**src/rtl/alarm_pkg.sv**
```systemverilog
// Shared types, widths and helpers for the multi-channel alarm controller.
package alarm_pkg;

  localparam int HOUR_W = 5;
  localparam int MIN_W  = 6;

  // Edit-mode sequence stepped by the mode button.
  typedef enum logic [2:0] {
    IDLE,
    SEL,
    HOUR,
    MIN,
    ONOFF
  } state_t;

  // Width of an alarm index; at least one bit even for a single channel.
  function automatic int idxw(input int n);
    return (n > 1) ? $clog2(n) : 1;
  endfunction

  // Next edit mode on a mode-button press.
  function automatic state_t next_mode(input state_t s);
    case (s)
      IDLE:    return SEL;
      SEL:     return HOUR;
      HOUR:    return MIN;
      MIN:     return ONOFF;
      default: return IDLE;
    endcase
  endfunction

endpackage

```
**src/rtl/alarm_control_multi_button_edge.sv**
```systemverilog
// Rising-edge detector for a debounced button level. The previous-level
// register resets to 1 so a button held through reset produces no event
// until it has been released and pressed again. The event is registered,
// so it is seen by downstream logic one cycle after the rise is sampled.
module button_edge (
  input  logic clk,
  input  logic rst,
  input  logic level,
  output logic pulse
);

  logic prev_q;

  // Track the previous level and emit a one-cycle pulse on each 0->1 transition.
  // NOTE: sequential state uses non-blocking assignments so every register
  // samples the pre-edge values regardless of statement order.
  always_ff @(posedge clk) begin
    if (rst) begin
      prev_q <= 1'b1;
      pulse  <= 1'b0;
    end else begin
      prev_q <= level;
      pulse  <= level & ~prev_q;
    end
  end

endmodule

```
**src/rtl/alarm_control_multi.sv**
```systemverilog
// Multi-channel alarm controller: two-button editing of NUM_ALARMS alarm
// times with per-alarm enables, minute-tick matching against the running
// clock, and a ring output with dismiss and timeout.
module alarm_control_multi
  import alarm_pkg::*;
#(
  parameter int NUM_ALARMS   = 4,
  parameter int HOUR_MAX     = 23,
  parameter int MIN_MAX      = 59,
  parameter int RING_MINUTES = 2,
  localparam int IDXW        = idxw(NUM_ALARMS)
) (
  input  logic                  CLK,
  input  logic                  RST,
  input  logic                  SW_F1,
  input  logic                  SW_F2,
  input  logic [HOUR_W-1:0]     CUR_HOUR,
  input  logic [MIN_W-1:0]      CUR_MIN,
  input  logic                  MIN_TICK,
  output logic [IDXW-1:0]       ALM_SEL,
  output logic                  ALM_HOUR,
  output logic                  ALM_MIN,
  output logic                  ALM_ONOFF,
  output logic [HOUR_W-1:0]     ALM_SET_HOUR,
  output logic [MIN_W-1:0]      ALM_SET_MIN,
  output logic [NUM_ALARMS-1:0] ALM_EN,
  output logic                  ALM_RING,
  output logic [IDXW-1:0]       ALM_RING_ID
);

  localparam int CNT_W = (RING_MINUTES > 0) ? $clog2(RING_MINUTES + 1) : 1;

  state_t                  state_q;
  logic [IDXW-1:0]         sel_q;
  logic [HOUR_W-1:0]       hour_q [NUM_ALARMS];
  logic [MIN_W-1:0]        min_q  [NUM_ALARMS];
  logic [NUM_ALARMS-1:0]   en_q;
  logic                    ring_q;
  logic [IDXW-1:0]         ring_id_q;
  logic [CNT_W-1:0]        cnt_q;
  logic [CNT_W-1:0]        cnt_inc;

  logic f1_pulse;
  logic f2_pulse;
  logic f1_evt;
  logic f2_evt;
  logic hit;
  logic [IDXW-1:0] hit_idx;

  button_edge u_edge_f1 (
    .clk   (CLK),
    .rst   (RST),
    .level (SW_F1),
    .pulse (f1_pulse)
  );

  button_edge u_edge_f2 (
    .clk   (CLK),
    .rst   (RST),
    .level (SW_F2),
    .pulse (f2_pulse)
  );

  // The mode button wins a simultaneous press; the adjust press is dropped.
  assign f1_evt  = f1_pulse;
  assign f2_evt  = f2_pulse & ~f1_pulse;
  assign cnt_inc = cnt_q + 1'b1;

  // Find the lowest-indexed enabled alarm matching the new minute value.
  // NOTE: every always_comb output gets a default before any conditional
  // assignment, otherwise a latch is inferred.
  always_comb begin
    hit     = 1'b0;
    hit_idx = '0;
    if (MIN_TICK) begin
      for (int i = NUM_ALARMS - 1; i >= 0; i--) begin
        if (en_q[i] && (hour_q[i] == CUR_HOUR) && (min_q[i] == CUR_MIN)) begin
          hit     = 1'b1;
          hit_idx = IDXW'(i);
        end
      end
    end
  end

  // Edit-mode FSM and alarm storage; adjust presses are swallowed while ringing.
  // NOTE: the alarm register arrays are reset explicitly because a freshly
  // reset controller must hold 00:00 with every alarm disabled.
  always_ff @(posedge CLK) begin
    if (RST) begin
      state_q <= IDLE;
      sel_q   <= '0;
      en_q    <= '0;
      for (int i = 0; i < NUM_ALARMS; i++) begin
        hour_q[i] <= '0;
        min_q[i]  <= '0;
      end
    end else if (f1_evt) begin
      state_q <= next_mode(state_q);
    end else if (f2_evt && !ring_q) begin
      case (state_q)
        SEL: begin
          sel_q <= (sel_q == IDXW'(NUM_ALARMS - 1)) ? '0 : sel_q + 1'b1;
        end
        HOUR: begin
          hour_q[sel_q] <= (hour_q[sel_q] == HOUR_W'(HOUR_MAX)) ? '0
                                                                : hour_q[sel_q] + 1'b1;
        end
        MIN: begin
          min_q[sel_q] <= (min_q[sel_q] == MIN_W'(MIN_MAX)) ? '0
                                                            : min_q[sel_q] + 1'b1;
        end
        ONOFF: begin
          en_q[sel_q] <= ~en_q[sel_q];
        end
        default: begin
        end
      endcase
    end
  end

  // Ring control: a match (re)starts the ring, then dismiss or timeout stops it.
  always_ff @(posedge CLK) begin
    if (RST) begin
      ring_q    <= 1'b0;
      ring_id_q <= '0;
      cnt_q     <= '0;
    end else if (hit) begin
      ring_q    <= 1'b1;
      ring_id_q <= hit_idx;
      cnt_q     <= '0;
    end else if (ring_q) begin
      if (f2_evt) begin
        ring_q <= 1'b0;
      end else if (MIN_TICK) begin
        cnt_q <= cnt_inc;
        if (cnt_inc >= CNT_W'(RING_MINUTES)) begin
          ring_q <= 1'b0;
        end
      end
    end
  end

  assign ALM_SEL      = sel_q;
  assign ALM_HOUR     = (state_q == HOUR);
  assign ALM_MIN      = (state_q == MIN);
  assign ALM_ONOFF    = (state_q == ONOFF);
  assign ALM_SET_HOUR = hour_q[sel_q];
  assign ALM_SET_MIN  = min_q[sel_q];
  assign ALM_EN       = en_q;
  assign ALM_RING     = ring_q;
  assign ALM_RING_ID  = ring_id_q;

endmodule
```
**config.mk**
```make
export PLATFORM = sky130hd
export DESIGN_NAME = alarm_control_multi
export DESIGN_NICKNAME = d
export VERILOG_FILES = /design/src/rtl/alarm_pkg.sv /design/src/rtl/alarm_control_multi_button_edge.sv /design/src/rtl/alarm_control_multi.sv
export SDC_FILE = /design/constraint.sdc
export NUM_CORES = 1
export LEC_CHECK = 0
export CORE_UTILIZATION = 30
export DETAILED_ROUTE_END_ITERATION = 6
export PLACE_DENSITY_LB_ADDON = 0.1
export REMOVE_ABC_BUFFERS = 1
export SLEW_MARGIN = 20
export SYNTH_ARGS = -nofsm -noshare
export SYNTH_HDL_FRONTEND = slang
export SYNTH_SLANG_ARGS = --single-unit
```
**constraint.sdc**
```tcl
create_clock -name CLK -period 2.85 [get_ports CLK]
set_input_delay 0.57 -clock CLK [delete_from_list [all_inputs] [get_ports CLK]]
set_output_delay 0.57 -clock CLK [all_outputs]
set_load 0.02 [all_outputs]
```
==> results of run 1 <==
==> Yosys cell counts (4+ instances only) <==
cell      number
xnor2_1       46
edfxtp_1      44
nor2_1        32
nor3_1        22
dfxtp_1       20
clkbuf_1      16
nand2_1       14
nand4_1       12
a21oi_1        9
inv_1          9
nand2b_1       9
mux4_2         7
ha_1           6
nor3b_1        6
xor2_1         6
mux4_1         5
nand3_1        5
a311oi_1       4
==> path summary, 6_finish.rpt <==
check / endpoint / slack [ns] / depth (start not counted)
setup reg to reg: hour_q[3][4] / 0.59 / 7
hold reg to reg: u_edge_f1.pulse / 0.39 / 1
setup / recovery: ALM_SET_MIN[1] / 0.19 / 3
hold / removal: u_edge_f1.pulse / 0.39 / 1
==> power by group through the flow <==
stage	Clock, mW	Sequential, mW	Combinational, mW
after floorplan	0	1.05	0.0988
after global placement	0	1.05	0.181
after detailed placement	0	1.05	0.179
after CTS	1.17	1.04	0.181
after global routing	1.21	1.04	0.194
final	1.15	1.04	0.178
==> per-stage QoR <==
| stage | utilization | std cells | hold WS [ns] | area (sq um) | setup WS [ns] |
|---|---|---|---|---|---|
| finish | 0.386 | 500 | 0.385 | 4410 | 0.194 |
| global route | 0.386 | 500 | 0.392 | 4410 | 0.0773 |
| CTS | 0.386 | 500 | 0.387 | 4410 | 0.151 |
| detailed placement | 0.358 | 484 | 0.379 | 4090 | 0.164 |
| global placement | 0.358 | 484 | 0.378 | 4090 | 0.151 |
| floorplan | - | 288 | 0.372 | 3420 | 0.485 |
==> cell families after synthesis <==
family          after synthesis  synth area share
fa+ha+maj                     6            0.0214
buf+inv                      29            0.0360
compound gates               27            0.0549
mux                          13            0.0852
flops                        64             0.491
simple gates                116             0.177
xor+xnor                     53             0.134
==> layout make-up <==
type,instances,area share
Sequential cell,64,0.391
Multi-Input combinational cell,215,0.377
Timing Repair Buffer,53,0.112
Clock buffer,14,0.0645
Tap cell,143,0.0406
Clock inverter,2,0.00795
Inverter,9,0.00767
==> flip-flops by register name, summed over array words and instances (netlist names), named ones only <==
| register | flops |
|---|---|
| cnt_q | 2 |
| min_q | 24 |
| ALM_EN | 4 |
| ALM_RING | 1 |
| u_edge_f2.pulse | 1 |
| ALM_RING_ID | 2 |
| state_q | 3 |
| u_edge_f2.prev_q | 1 |
| u_edge_f1.pulse | 1 |
| ALM_SEL | 2 |
| u_edge_f1.prev_q | 1 |
| hour_q | 20 |
==> layer usage <==
| metal | vias up | share of wire |
|---|---|---|
| met1 | 1194 | 0.48 |
| met4 | 0 | 0.019 |
| met5 | - | 0 |
| met2 | 56 | 0.46 |
| met3 | 13 | 0.044 |
| li1 | 1197 | - |
==> key figures, run 1 <==
Yosys
  – Synth warnings: 0
  – Post-synthesis cell type count: 47
  – #FFs+latches synth: 64
  – Yosys top cell area share: 0.377
  – Top_reg_cell synth: edfxtp_1
  – Ranking of synthesized cells by area: edfxtp_1 (38%), xnor2_1 (11%), dfxtp_1 (11%)
  – Post-synthesis cell area: between 0.003 and 0.004 sq mm
  – Post-Syn Area per Cell: 11.4 sq um
  – FFs w/ async S/R, synth: 0
  – Sequential area share after synthesis: 0.491
  – Post-synth EDFFs: 44
  – Post-synth top area cell: edfxtp_1
  – Cells after Synth: 308

STA
  – Final Critical Period: 2.66 ns
  – RSZ-0062 raised after global routing: false
  – # setup viols final: 0
  – Fmax: 377 MHz
  – Period utilization: 0.932
  – Final Max Slew Viols: 0
  – Setup TNS: 0 ns
  – Rel. slew slack: 0.483
  – Clock skew: between 0.005 and 0.006 ns
  – Worst-Margin Slew: 0.769 ns
  – Final Hold Fails: 0

Placement
  – DP HPWL: roughly 7000 um
  – Port bufs: 38
  – Routability cong.: approximately 0.73

Pwr
  – Sw power: 0.497 mW
  – Gate power share: 0.075
  – Overall Power: 2.37 mW
  – Leak: ~1.5 nW
  – Net switching fraction of the power: 0.210
  – PD cells: 537 mW/mm^2
  – Clock power share: 0.488
  – Seq pwr share: 0.437
  – Pint: 1.87 mW
  – VDD IR-drop max: 0.300 mV

GRT
  – GRT Util Overall: 0.172
  – Antenna violations before repair: 0
  – Met3 usage in global routing: 0.0500
  – Most Used Layer, Global Route: met2
  – First-pass GRT wire length: ~15000 um
  – Grt met1 use: 0.233
  – Vias in the first global route: 2566
  – Largest net degree at the start of global routing: 18
  – Grt ovf: 0
  – Met2 Use GR: 0.263

Setup path
  – Crit-path max FO: 6
  – Top delay family on crit path: buffers and inverters
  – Highest-delay cell along the critical path: mux4_1
  – Crit path kind: register to output port
  – Critical Path Source Type: register
  – Crit path required time: between 2 and 2.5 ns
  – Worst-path cell chain: buf_4 -> mux4_1 -> clkdlybuf4s50_1
  – WP data arrival: between 2 and 2.5 ns
  – Buf/Inv on CP: 2
  – CP max stage delay: roughly 0.66 ns
  – CP Capture Type: output port

Floorplan
  – Die X: 110 um
  – Die footprint: 0.0121 sq mm
  – Num rows: 39
  – Die height: 110 um
  – Ports: 39
  – Core footprint: 0.0114 sq mm
  – Initial Util: 0.307

Routing
  – Post-Route WL: 9280 um
  – DR pass1 iterations: 4
  – Drt wl/cell: 18.6 um
  – Vias post-DR: 2460
  – Antenna viol nets, final: 0
  – DRC violations left: 0
  – Via/cell ratio: between 4 and 5
  – DR iter-0 viols: roughly 160

Cells and area
  – Share of layout cells above drive strength 1: 0.132
  – Most frequent cells in the layout: xnor2_1 (46), edfxtp_1 (44), clkdlybuf4s50_1 (38)
  – Sequential cell area: ~0.0017 sq mm
  – FILL cells: 1153
  – Syn-to-layout area delta: 25.6%
  – Total Nets Final: ~370
  – Multi-input logic area: 0.00166 sq mm
  – Most common cell after layout, fill and taps aside: xnor2_1
  – Ant. Diodes: 0

CTS
  – PostCTS Resize Cnt: 0
  – Num Clock Sinks: 64
  – CTS Buffer Depth: 2
  – Cell chosen for the clock root: clkbuf_16
  – Post-CTS Setup Repair Bufs: 0
  – Reg clk slew, reported paths: about 0.050 ns
  – Post-CTS Hold Fix Bufs: 0
  – TritonCTS clock tree: yes
  – Htree depth: 3
  – Clk_lat worst skew: 0.33 ns
  – CTS Buf Count: 9

Hold path
  – HP Start: u_edge_f1.prev_q
  – Hold Crit Class: register to register

Run status
  – Status: finished clean

Flow run
  – Max-Cap Viols: 0
No activity file was read; power rests on OpenSTA's default activity.
==> run 2, diff against run 1 <==
- GPL_ROUTABILITY_DRIVEN: not set -> 0
==> results of run 2 <==
No change in the layout: final DEF, timing and power equal those of run 1.
==> run 3, diff against run 2 <==
- CTS_BUF_LIST: not set -> sky130_fd_sc_hd__clkbuf_8
==> run 3 against run 2 <==
Global-route usage is 0.13 points lower. Routed wire length is 0.78% lower. Critical path type unchanged. Core utilization decreased by 0.89 points. Design area fell by 2.3%. Largest cell class unchanged. Maximum frequency decreased by 0.84%. Largest power group is now sequential cells.
==> key figures, run 3 (synthesis gave the netlist of run 1 again) <==
Run status
  – Status: finished clean

Routing
  – Via/cell ratio: ~5.0
  – DR pass1 iterations: 4
  – Vias post-DR: 2480
  – Post-Route WL: 9210 um
  – DR iter-0 viols: 161
  – Drt wl/cell: about 18 um
  – DRC violations left: 0
  – Antenna viol nets, final: 0

Pwr
  – Leak: 1.44 nW
  – PD cells: between 400 and 500 mW/mm^2
  – VDD IR-drop max: 0.260 mV

Hold path
  – Hold Crit Class: register to register
  – Hold path depth: 1

Cells and area
  – Sequential cell area: 0.00172 sq mm
  – Total Nets Final: 374
  – Multi-input logic area: 0.00166 sq mm
  – Share of layout cells above drive strength 1: 0.132
  – Fin area: 0.00431 sq mm
  – Most common cell after layout, fill and taps aside: xnor2_1
  – Syn-to-layout area delta: 22.7%
  – Final cell count without fillers: 500
  – Number of flip-flops in the largest register: 24
  – FILL cells: 1162
  – Largest Register: min_q
  – Most frequent cells in the layout: xnor2_1 (46), edfxtp_1 (44), clkdlybuf4s50_1 (38)
  – Ant. Diodes: 0

Setup path
  – Crit-path max FO: 6
  – Highest-delay cell along the critical path: mux4_1
  – Worst reg2reg path depth: 7
  – CP max stage delay: roughly 0.66 ns
  – CP Capture Type: output port
  – Critical Path Source Type: register
  – Crit path depth: 3
  – Buf/Inv on CP: 2
  – WP data arrival: 2.11 ns
  – Worst-path cell chain: buf_4 -> mux4_1 -> clkdlybuf4s50_1
  – Crit path kind: register to output port
  – Top delay family on crit path: buffers and inverters
  – Crit path required time: 2.28 ns

Placement
  – Port bufs: 38
  – DP HPWL: 7170 um
  – Placement-stage cell area: 0.00409 sq mm
  – Dpl cells: 484

Floorplan
  – Die footprint: 0.0121 sq mm
  – Initial Util: 0.307
  – Num rows: 39
  – Die X: 110 um
  – Ports: 39
  – Core footprint: 0.0114 sq mm
  – Die height: roughly 110 um

CTS
  – Post-CTS Setup Repair Bufs: 0
  – Htree depth: 3
  – PostCTS Resize Cnt: 0
  – Cell chosen for the clock root: clkbuf_8
  – Num Clock Sinks: 64
  – Post-CTS Hold Fix Bufs: 0
  – Clk_lat worst skew: ~0.35 ns
  – CTS Buffer Depth: 2
  – TritonCTS clock tree: yes
  – CTS Buf Count: 9
  – Reg clk slew, reported paths: 0.07 ns

STA
  – Final Critical Period: 2.68 ns
  – RSZ-0062 raised after global routing: false
  – Fmax: 373 MHz
  – Setup TNS: 0 ns
  – Worst-Margin Slew: 0.811 ns
  – Rel. slew slack: 0.454
  – Final Max Slew Viols: 0
  – Clock skew: about 0.0073 ns
  – Period utilization: 0.940
  – Final Hold Fails: 0
  – # setup viols final: 0
  – Worst hold margin: 0.388 ns

GRT
  – Largest net degree at the start of global routing: 18
  – First-pass GRT wire length: 14600 um
  – Vias in the first global route: ~2600
  – Grt ovf: 0
  – GRT Util Overall: 0.171
  – Antenna violations before repair: 0

Flow run
  – Max-Cap Viols: 0
==> run 3: final timing paths <==
| path | end | start | slack, ns |
|---|---|---|---|
| setup reg to reg | hour_q[2][4] | register | 0.59 |
| hold / removal | u_edge_f1.pulse | u_edge_f1.prev_q | 0.39 |
| hold reg to reg | u_edge_f1.pulse | u_edge_f1.prev_q | 0.39 |
| setup / recovery | ALM_SET_MIN[1] | register | 0.17 |
==> run 3: power by group <==
group / leakage (nW) / total, mW / switching, mW / internal [mW]
clock network: 0.117 / 0.840 / 0.345 / 0.495
registers: 0.616 / 1.03 / 0.0189 / 1.01
logic: 0.710 / 0.178 / 0.0935 / 0.0840
==> run 3: final cells by class <==
cell class	instances	area share
clock buffers	13	0.0416
inverters	9	0.00785
well taps	143	0.0416
repair buffers	53	0.115
clock inverters	3	0.00901
flip-flops and latches	64	0.400
multi-input cells	215	0.386
==> run 3: layer usage <==
metal	track usage	vias to the layer above	wire (um)
met5	0	-	0
met4	0.0545	0	172
met3	0.0553	13	499
met2	0.258	67	4130
met1	0.230	1204	4400
li1	-	1196	-
==> run 3: metrics by stage <==
step            util  worst slack (ns)  total power, mW
4_1_cts        0.377             0.122             2.08
6_report       0.377             0.172             2.05
3_3_place_gp   0.358             0.151             1.24
2_1_floorplan      -             0.485             1.15
5_1_grt        0.377            0.0359             2.13
3_5_place_dp   0.358             0.164             1.23
